`src/rtl/serial_pkg.sv`:
```
// Shared types and constants for the serial word shifter.
// The state encoding is fixed so that PARITY keeps its code even in builds
// where the SERIAL_PARITY_EN feature is compiled out.
package serial_pkg;

  // Frame sequencing states
  typedef enum logic [1:0] {
    ST_IDLE   = 2'b00,
    ST_SHIFT  = 2'b01,
    ST_PARITY = 2'b10
  } state_e;

  // Default word width and the level driven on the serial line between words
  localparam int   DEFAULT_WIDTH    = 8;
  localparam logic IDLE_BIT_DEFAULT = 1'b0;

  // Bit counter width for a given word width: enough to hold 0..width
  function automatic int cnt_width(input int width);
    return $clog2(width + 1);
  endfunction

  localparam int CNT_W = cnt_width(DEFAULT_WIDTH);

endpackage : serial_pkg

```
`src/rtl/serial_word_shifter.sv`:
```
// Parallel-to-serial word shifter feeding the serial sequence detector.
// Words arrive over a valid/ready handshake and leave one bit per clock on
// SER_OUT. A word accepted on the last bit of the previous frame streams on
// with no gap bit, so patterns spanning a word boundary stay contiguous.
//
// Build option: define SERIAL_PARITY_EN to append one even-parity bit per
// frame (frame length WIDTH+1); FRAME_END and DIN_READY then move to that
// parity cycle. Left undefined, frames are exactly WIDTH bits.
module serial_word_shifter
  import serial_pkg::*;
#(
  parameter int   WIDTH     = DEFAULT_WIDTH,
  parameter bit   MSB_FIRST = 1'b1,
  parameter logic IDLE_BIT  = IDLE_BIT_DEFAULT
) (
  input  logic             CLK,
  input  logic             RST,
  input  logic [WIDTH-1:0] DIN,
  input  logic             DIN_VALID,
  output logic             DIN_READY,
  output logic             SER_OUT,
  output logic             SER_VALID,
  output logic             BUSY,
  output logic             FRAME_END
);

  localparam int                  CNT_BITS = cnt_width(WIDTH);
  // cnt value while the final data bit sits on SER_OUT
  localparam logic [CNT_BITS-1:0] LAST_CNT = CNT_BITS'(WIDTH - 1);
  // cnt value one bit before that
  localparam logic [CNT_BITS-1:0] PREV_CNT = CNT_BITS'(WIDTH - 2);

  // cnt_q is the index (in send order) of the bit currently on SER_OUT;
  // shreg_q is pre-shifted so the following bit is always at a fixed tap.
  state_e              state_q, state_d;
  logic [CNT_BITS-1:0] cnt_q, cnt_d;
  logic [WIDTH-1:0]    shreg_q, shreg_d;
  logic                ser_out_q, ser_out_d;
  logic                ser_valid_q, ser_valid_d;
  logic                frame_end_q, frame_end_d;
`ifdef SERIAL_PARITY_EN
  logic                parity_q, parity_d;
`endif

  logic             din_ready;
  logic             accept;
  logic             first_bit;
  logic             next_bit;
  logic [WIDTH-1:0] shreg_shifted;

  // Bit-order selection: first bit of an incoming word, and the shift
  // direction / tap that yields the following bit of the word in flight.
  assign first_bit     = MSB_FIRST ? DIN[WIDTH-1]     : DIN[0];
  assign next_bit      = MSB_FIRST ? shreg_q[WIDTH-2] : shreg_q[1];
  assign shreg_shifted = MSB_FIRST ? {shreg_q[WIDTH-2:0], 1'b0}
                                   : {1'b0, shreg_q[WIDTH-1:1]};

  // Ready whenever idle or on the final bit of a frame (back-to-back reload)
  always_comb begin
    // NOTE: every combinational output gets a default first so no path
    // leaves it unassigned, which would otherwise infer a latch.
    din_ready = 1'b0;
    case (state_q)
      ST_IDLE: din_ready = 1'b1;
`ifdef SERIAL_PARITY_EN
      ST_SHIFT:  din_ready = 1'b0;
      ST_PARITY: din_ready = 1'b1;
`else
      ST_SHIFT:  din_ready = (cnt_q == LAST_CNT);
`endif
      default: din_ready = 1'b0;
    endcase
  end

  assign accept = DIN_VALID & din_ready;

  // Next-state and next-output computation for the frame sequencer
  always_comb begin
    state_d     = state_q;
    cnt_d       = cnt_q;
    shreg_d     = shreg_q;
    ser_out_d   = IDLE_BIT;
    ser_valid_d = 1'b0;
    frame_end_d = 1'b0;
`ifdef SERIAL_PARITY_EN
    parity_d    = parity_q;
`endif

    if (accept) begin
      // Load a fresh word; its first bit goes out in the very next cycle.
      state_d     = ST_SHIFT;
      cnt_d       = '0;
      shreg_d     = DIN;
      ser_out_d   = first_bit;
      ser_valid_d = 1'b1;
`ifdef SERIAL_PARITY_EN
      parity_d    = ^DIN;
`endif
    end else begin
      case (state_q)
        ST_IDLE: begin
          cnt_d = '0;
        end

        ST_SHIFT: begin
          if (cnt_q != LAST_CNT) begin
            cnt_d       = cnt_q + CNT_BITS'(1);
            shreg_d     = shreg_shifted;
            ser_out_d   = next_bit;
            ser_valid_d = 1'b1;
`ifdef SERIAL_PARITY_EN
            frame_end_d = 1'b0;
`else
            frame_end_d = (cnt_q == PREV_CNT);
`endif
          end else begin
`ifdef SERIAL_PARITY_EN
            // Data bits done: append the parity bit, which closes the frame.
            state_d     = ST_PARITY;
            ser_out_d   = parity_q;
            ser_valid_d = 1'b1;
            frame_end_d = 1'b1;
`else
            // Frame finished with nothing waiting: return the line to idle.
            state_d = ST_IDLE;
            cnt_d   = '0;
`endif
          end
        end

`ifdef SERIAL_PARITY_EN
        ST_PARITY: begin
          state_d = ST_IDLE;
          cnt_d   = '0;
        end
`endif

        default: begin
          state_d = ST_IDLE;
          cnt_d   = '0;
        end
      endcase
    end
  end

  // State and registered outputs; async reset discards any word in flight
  always_ff @(posedge CLK or posedge RST) begin
    if (RST) begin
      state_q     <= ST_IDLE;
      cnt_q       <= '0;
      shreg_q     <= '0;
      ser_out_q   <= IDLE_BIT;
      ser_valid_q <= 1'b0;
      frame_end_q <= 1'b0;
`ifdef SERIAL_PARITY_EN
      parity_q    <= 1'b0;
`endif
    end else begin
      // NOTE: sequential state uses non-blocking assignments so every
      // register samples the pre-edge values regardless of statement order.
      state_q     <= state_d;
      cnt_q       <= cnt_d;
      shreg_q     <= shreg_d;
      ser_out_q   <= ser_out_d;
      ser_valid_q <= ser_valid_d;
      frame_end_q <= frame_end_d;
`ifdef SERIAL_PARITY_EN
      parity_q    <= parity_d;
`endif
    end
  end

  assign DIN_READY = din_ready;
  assign SER_OUT   = ser_out_q;
  assign SER_VALID = ser_valid_q;
  assign FRAME_END = frame_end_q;
  assign BUSY      = (state_q != ST_IDLE);

endmodule : serial_word_shifter
```
`config.mk`:
```
export PLATFORM = sky130hd
export DESIGN_NAME = serial_word_shifter
export DESIGN_NICKNAME = d
export VERILOG_FILES = /design/src/rtl/serial_pkg.sv /design/src/rtl/serial_word_shifter.sv
export SDC_FILE = /design/constraint.sdc
export NUM_CORES = 1
export LEC_CHECK = 0
export ABC_CLOCK_PERIOD_IN_PS = 3170
export CORE_UTILIZATION = 41
export DETAILED_ROUTE_END_ITERATION = 8
export DONT_BUFFER_PORTS = 1
export PLACE_DENSITY = 0.52
export SYNTH_ARGS = -nofsm -noshare
export SYNTH_HDL_FRONTEND = slang
export SYNTH_SLANG_ARGS = --single-unit
```
`constraint.sdc`:
```
create_clock -name CLK -period 3.17 [get_ports CLK]
set_clock_uncertainty 0.05 [all_clocks]
set_input_delay 0.7925 -clock CLK [delete_from_list [all_inputs] [get_ports CLK]]
set_output_delay 0.7925 -clock CLK [all_outputs]
set_load 0.01 [all_outputs]
```
; Yosys cells after proc, flatten, opt, wreduce, memory -nomap -nowiden
; Index checks and enable logic that the tools add are counted.
[totals]
ff_bits = 16
inputBits = 11
out_inout_bits = 5
wordCells = 39
[classes]
add_sub_neg = 1
eq_ne = 6
mux = 19
bitwise_logic = 1
n_reduce_logical = 6
[op_table]
columns = operator, count
row1 = $mux W7, 3
row2 = $mux W4, 3
row3 = $mux W1, 9
row4 = $eq A4 B3 Y1 const B, 2
row5 = $reduce_bool A2 Y1, 3
row6 = $add A4 B1 Y4 const B, 1
row7 = $mux W2, 2
row8 = $ne A4 B3 Y1 const B, 1
row9 = $pmux W2 S2, 1
row10 = $reduce_and A2 Y1, 2
row11 = $ne A3 B3 Y1 const B, 1
row12 = $eq A2 B1 Y1 const B, 1
row13 = $logic_not A2 Y1, 1
row14 = $ne A2 B2 Y1 const B, 1
row15 = $pmux W1 S2, 1
row16 = $and A1 B1 Y1, 1

; Depth between registers and ports, before layout
[depth]
ltp_word = 5
ltp_mapped = 5
ltp_nobuf = 4

; Worst setup path after synthesis
; OpenSTA, ideal clock, no wires.
[synth_path]
path_type = reg-to-output
startpoint = register cnt_q[0]
endpoint = output DIN_READY
t_arrival_ns = 0.955
required_time_ns = 2.328
path_slack_ns = 1.372
stages_incl_launch_ff = 5
n_path_buf = 1
cell_sequence = dfrtp_1 ha_1 nand3b_2 nand2_4 buf_6
[synth_between]
elab_chain_cells = 2
[synth_lines]
columns = element, line
row1 = from (decl), serial_word_shifter.sv:36  ; logic [CNT_BITS-1:0] cnt_q, cnt_d;
row2 = from (signal assigned), serial_word_shifter.sv:162  ; cnt_q <= cnt_d;
row3 = $eq A4 B3 Y1, serial_word_shifter.sv:69  ; ST_SHIFT: din_ready = (cnt_q == LAST_CNT);
row4 = $pmux W1 S2, serial_word_shifter.sv:63  ; case (state_q)
row5 = to (decl), serial_word_shifter.sv:20  ; output logic DIN_READY,
; No other way between the ends.

; Worst setup path in the final report
; Ends and elaborated chain as after synthesis.

==> flow_summary.yaml <==
critical_path:
  cp-end-kind: "primary output"
  r2r-start: "cnt_q[0]$_DFF_PP0_"
  cpPeakStageDelay_ns: 0.40
  cp_slowest_cell: "dfrtp_1"
  cpLargestDelayFamily: "flip-flops"
  required_ns: 2.33
  path_buf_inv: 0
  startpoint_type: "flop"
  critical_path_class: "reg2out"
  crit_fanout: 14
  startpoint: "cnt_q[0]$_DFF_PP0_"
  critPathArrivalTime_ns: 1.22
  crit_chain: "ha_1 -> nand3b_2 -> nand2_4"
synthesis:
  ys_ff_latch: 15
  ys.flop_type: "dfrtp_1"
  synthCells: 53
  syn_nets: 66
  syn_area_per_cell_sq_um: 13.36
  synth.distinct_cells: 18
  yosysSeqAreaShare: 0.5300
  post-synth-top-area-cell: "dfrtp_1"
  synthTopCellsByCount: "dfrtp_1 (15), mux2_2 (6), mux2_4 (5)"
  yosys_warnings: 0
  yosysMostFrequentCell: "dfrtp_1"
  synth-edff-count: 0
  async_flop_share: 1.000
  synth_area_leaders: "dfrtp_1 (53%), mux2_4 (11%), mux2_2 (9.5%), ha_1 (3.5%), buf_6 (3.2%)"
  syn_area_sq_um: 708.2
  synth_top_area_frac: 0.5300
route:
  dr.pass1.iters: 5
  drt_iter0_markers: 5
  top_layer: "met3"
  wl_met2_microns: 498
  wl_microns: 1023
  drc_errors: 4
  wl_met3_microns: 66
  wl_per_cell_microns: 14.41
  wirelength_met1_microns: 457
  dr_total_vias: 370
  vias_per_cell: 5.211
  postRouteAntennaNets: 0
layout:
  layout-drive-gt1-share: 0.2909
  design_area_sq_um: 732.0
  final_net_count: 69
  n_antenna_cell: 0
  post-route-util: 0.4695
  area_growth_syn_to_layout_pct: 3.357
  fill_cells: 156
  instances_no_fill: 71
power:
  intPower_uw: 425.9
  p_leak_nw: 0.3551
  pwr-share-seq: 0.503
  p_switching_uw: 201.8
  clock_power_share: 0.167
  p_comb_frac: 0.330
  power_per_cell_area_nw_per_um2: 857.5
  p_total_uw: 627.7
  vdd_drop_max_mv: 0.4085
  switching_share: 0.3215
sta:
  finalMaxSlewViolations: 0
  period_needed_ns: 2.063
  rsz0062_at_grt: "no"
  holdWs_ns: 0.3853
  fin_crit_sh: 0.6508
  setup_slack_ns: 1.107
  setup_viol: 0
  hold_viol: 0
  fmax_mhz: 484.7
  tns_ns: 0
  worst-slew-pin-transition_ns: 0.5350
  slew_headroom: 0.6429
run:
  maxCapViolations: 0
min_path:
  min_path_type: "in2async"
clock_tree:
  postCtsSetupRepairBufs: 0
  postCtsHoldBufs: 0
  cts_tree: "done"
  cts_root_buffer: "clkbuf_4"
  ctsResizeCount: 0
  clockBufferDepth: 2
  cts.sinks: 15
  clock_latency_ns: 0.28
  numCtsBuffers: 3
  htreeDepth: 1
  clkTransAtPathRegs_ns: 0.08
die:
  die_area_sq_um: 1897
  rows: 14
  fp.dieH_microns: 43.56
  start_util: 0.4543
  dieWidth_microns: 43.56
  coreArea_sq_um: 1559
  io_pins: 16
place:
  pre_cts_ws_ns: 1.401
  dp_cells: 67
  io_buffers: 0
  routabilityCongestion: 0.6319
  place_area_sq_um: 705.7
  dp_hpwl_microns: 758.4
global_route:
  grt_pass1_wl_microns: 1814
  antenna_found_initial: 0
  grt_pass1_vias: 424
  gr-total-overflow: 0
  grt_max_degree: 16
  grt_use_total: 0.1365
outcome:
  outcome: "complete, but fails checks"
  violations: "DRC"
==> cell families after synthesis <==
kind of cell             after synthesis  synth area share
XOR/XNOR                               2           0.02474
AO/OA/AOI/OAI                          3           0.02120
flip-flops                            15            0.5300
buffers and inverters                  5           0.04770
adder cells (fa/ha/maj)                2           0.03533
multiplexers                          13            0.2297
AND/OR/NAND/NOR                       13            0.1113
==> routing by layer <==
layer	vias to the layer above	global-route usage
li1	178	-
met1	180	0.1743
met2	12	0.1970
met3	0	0.05417
met4	0	0.07500
met5	-	0
==> registers in the layout (all words and copies together) (netlist names) <==
name / cells
FRAME_END: 1
SER_OUT: 1
SER_VALID: 1
cnt_q: 4
shreg_q: 7
state_q: 1
==> final cells by class <==
type | count | area (sq um) | area share
tap | 16 | 20.02 | 0.02735
clock buffer | 4 | 26.28 | 0.03590
multi-input combinational | 33 | 299.0 | 0.4085
sequential | 15 | 375.4 | 0.5128
inverter | 3 | 11.26 | 0.01538
==> power groups by stage <==
stage / Combinational (mW) / Sequential, mW / Clock [mW]
6_report: 0.207 / 0.315 / 0.105
5_1_grt: 0.237 / 0.328 / 0.121
4_1_cts: 0.213 / 0.317 / 0.114
3_5_place_dp: 0.211 / 0.321 / 0
3_3_place_gp: 0.199 / 0.314 / 0
2_1_floorplan: 0.198 / 0.308 / 0
==> layout by cell type (no fill, tap or decap) <==
cell / synthesis / routed
xor2_1: 2 / 2
mux2_4: 5 / 5
nand3b_2: 1 / 1
mux2_2: 6 / 6
and2_1: 1 / 1
inv_1: 3 / 3
clkbuf_1: 0 / 1
a21oi_1: 2 / 2
clkbuf_4: 0 / 3
dfrtp_1: 15 / 15
mux2i_1: 2 / 2
nand3b_1: 1 / 1
ha_1: 2 / 2
nand3_1: 1 / 1
nand2_1: 2 / 2
nor2_1: 3 / 3
nand2_4: 1 / 1
o21ai_0: 1 / 1
nand2b_1: 3 / 3
==> worst reg2reg max path, delay by kind of cell (launching register included) <==
kind | cells | cell delay, ns
fa+ha+maj | 1 | 0.22
mux | 1 | 0.37
flops | 1 | 0.40
simple gates | 2 | 0.33
==> path summary, 6_finish.rpt <==
path | to | slack [ns] | depth (start not counted)
max | DIN_READY | 1.11 | 3
min | SER_VALID$_DFF_PP0_ | 0.39 | 1
max reg2reg | shreg_q[6]$_DFFE_PP0P_ | 1.70 | 4
min reg2reg | cnt_q[0]$_DFF_PP0_ | 0.44 | 1
max in group asynchronous | shreg_q[0]$_DFFE_PP0P_ | 2.33 | 1
min in group CLK | cnt_q[0]$_DFF_PP0_ | 0.44 | 1
(Power assumes the default switching activity.)
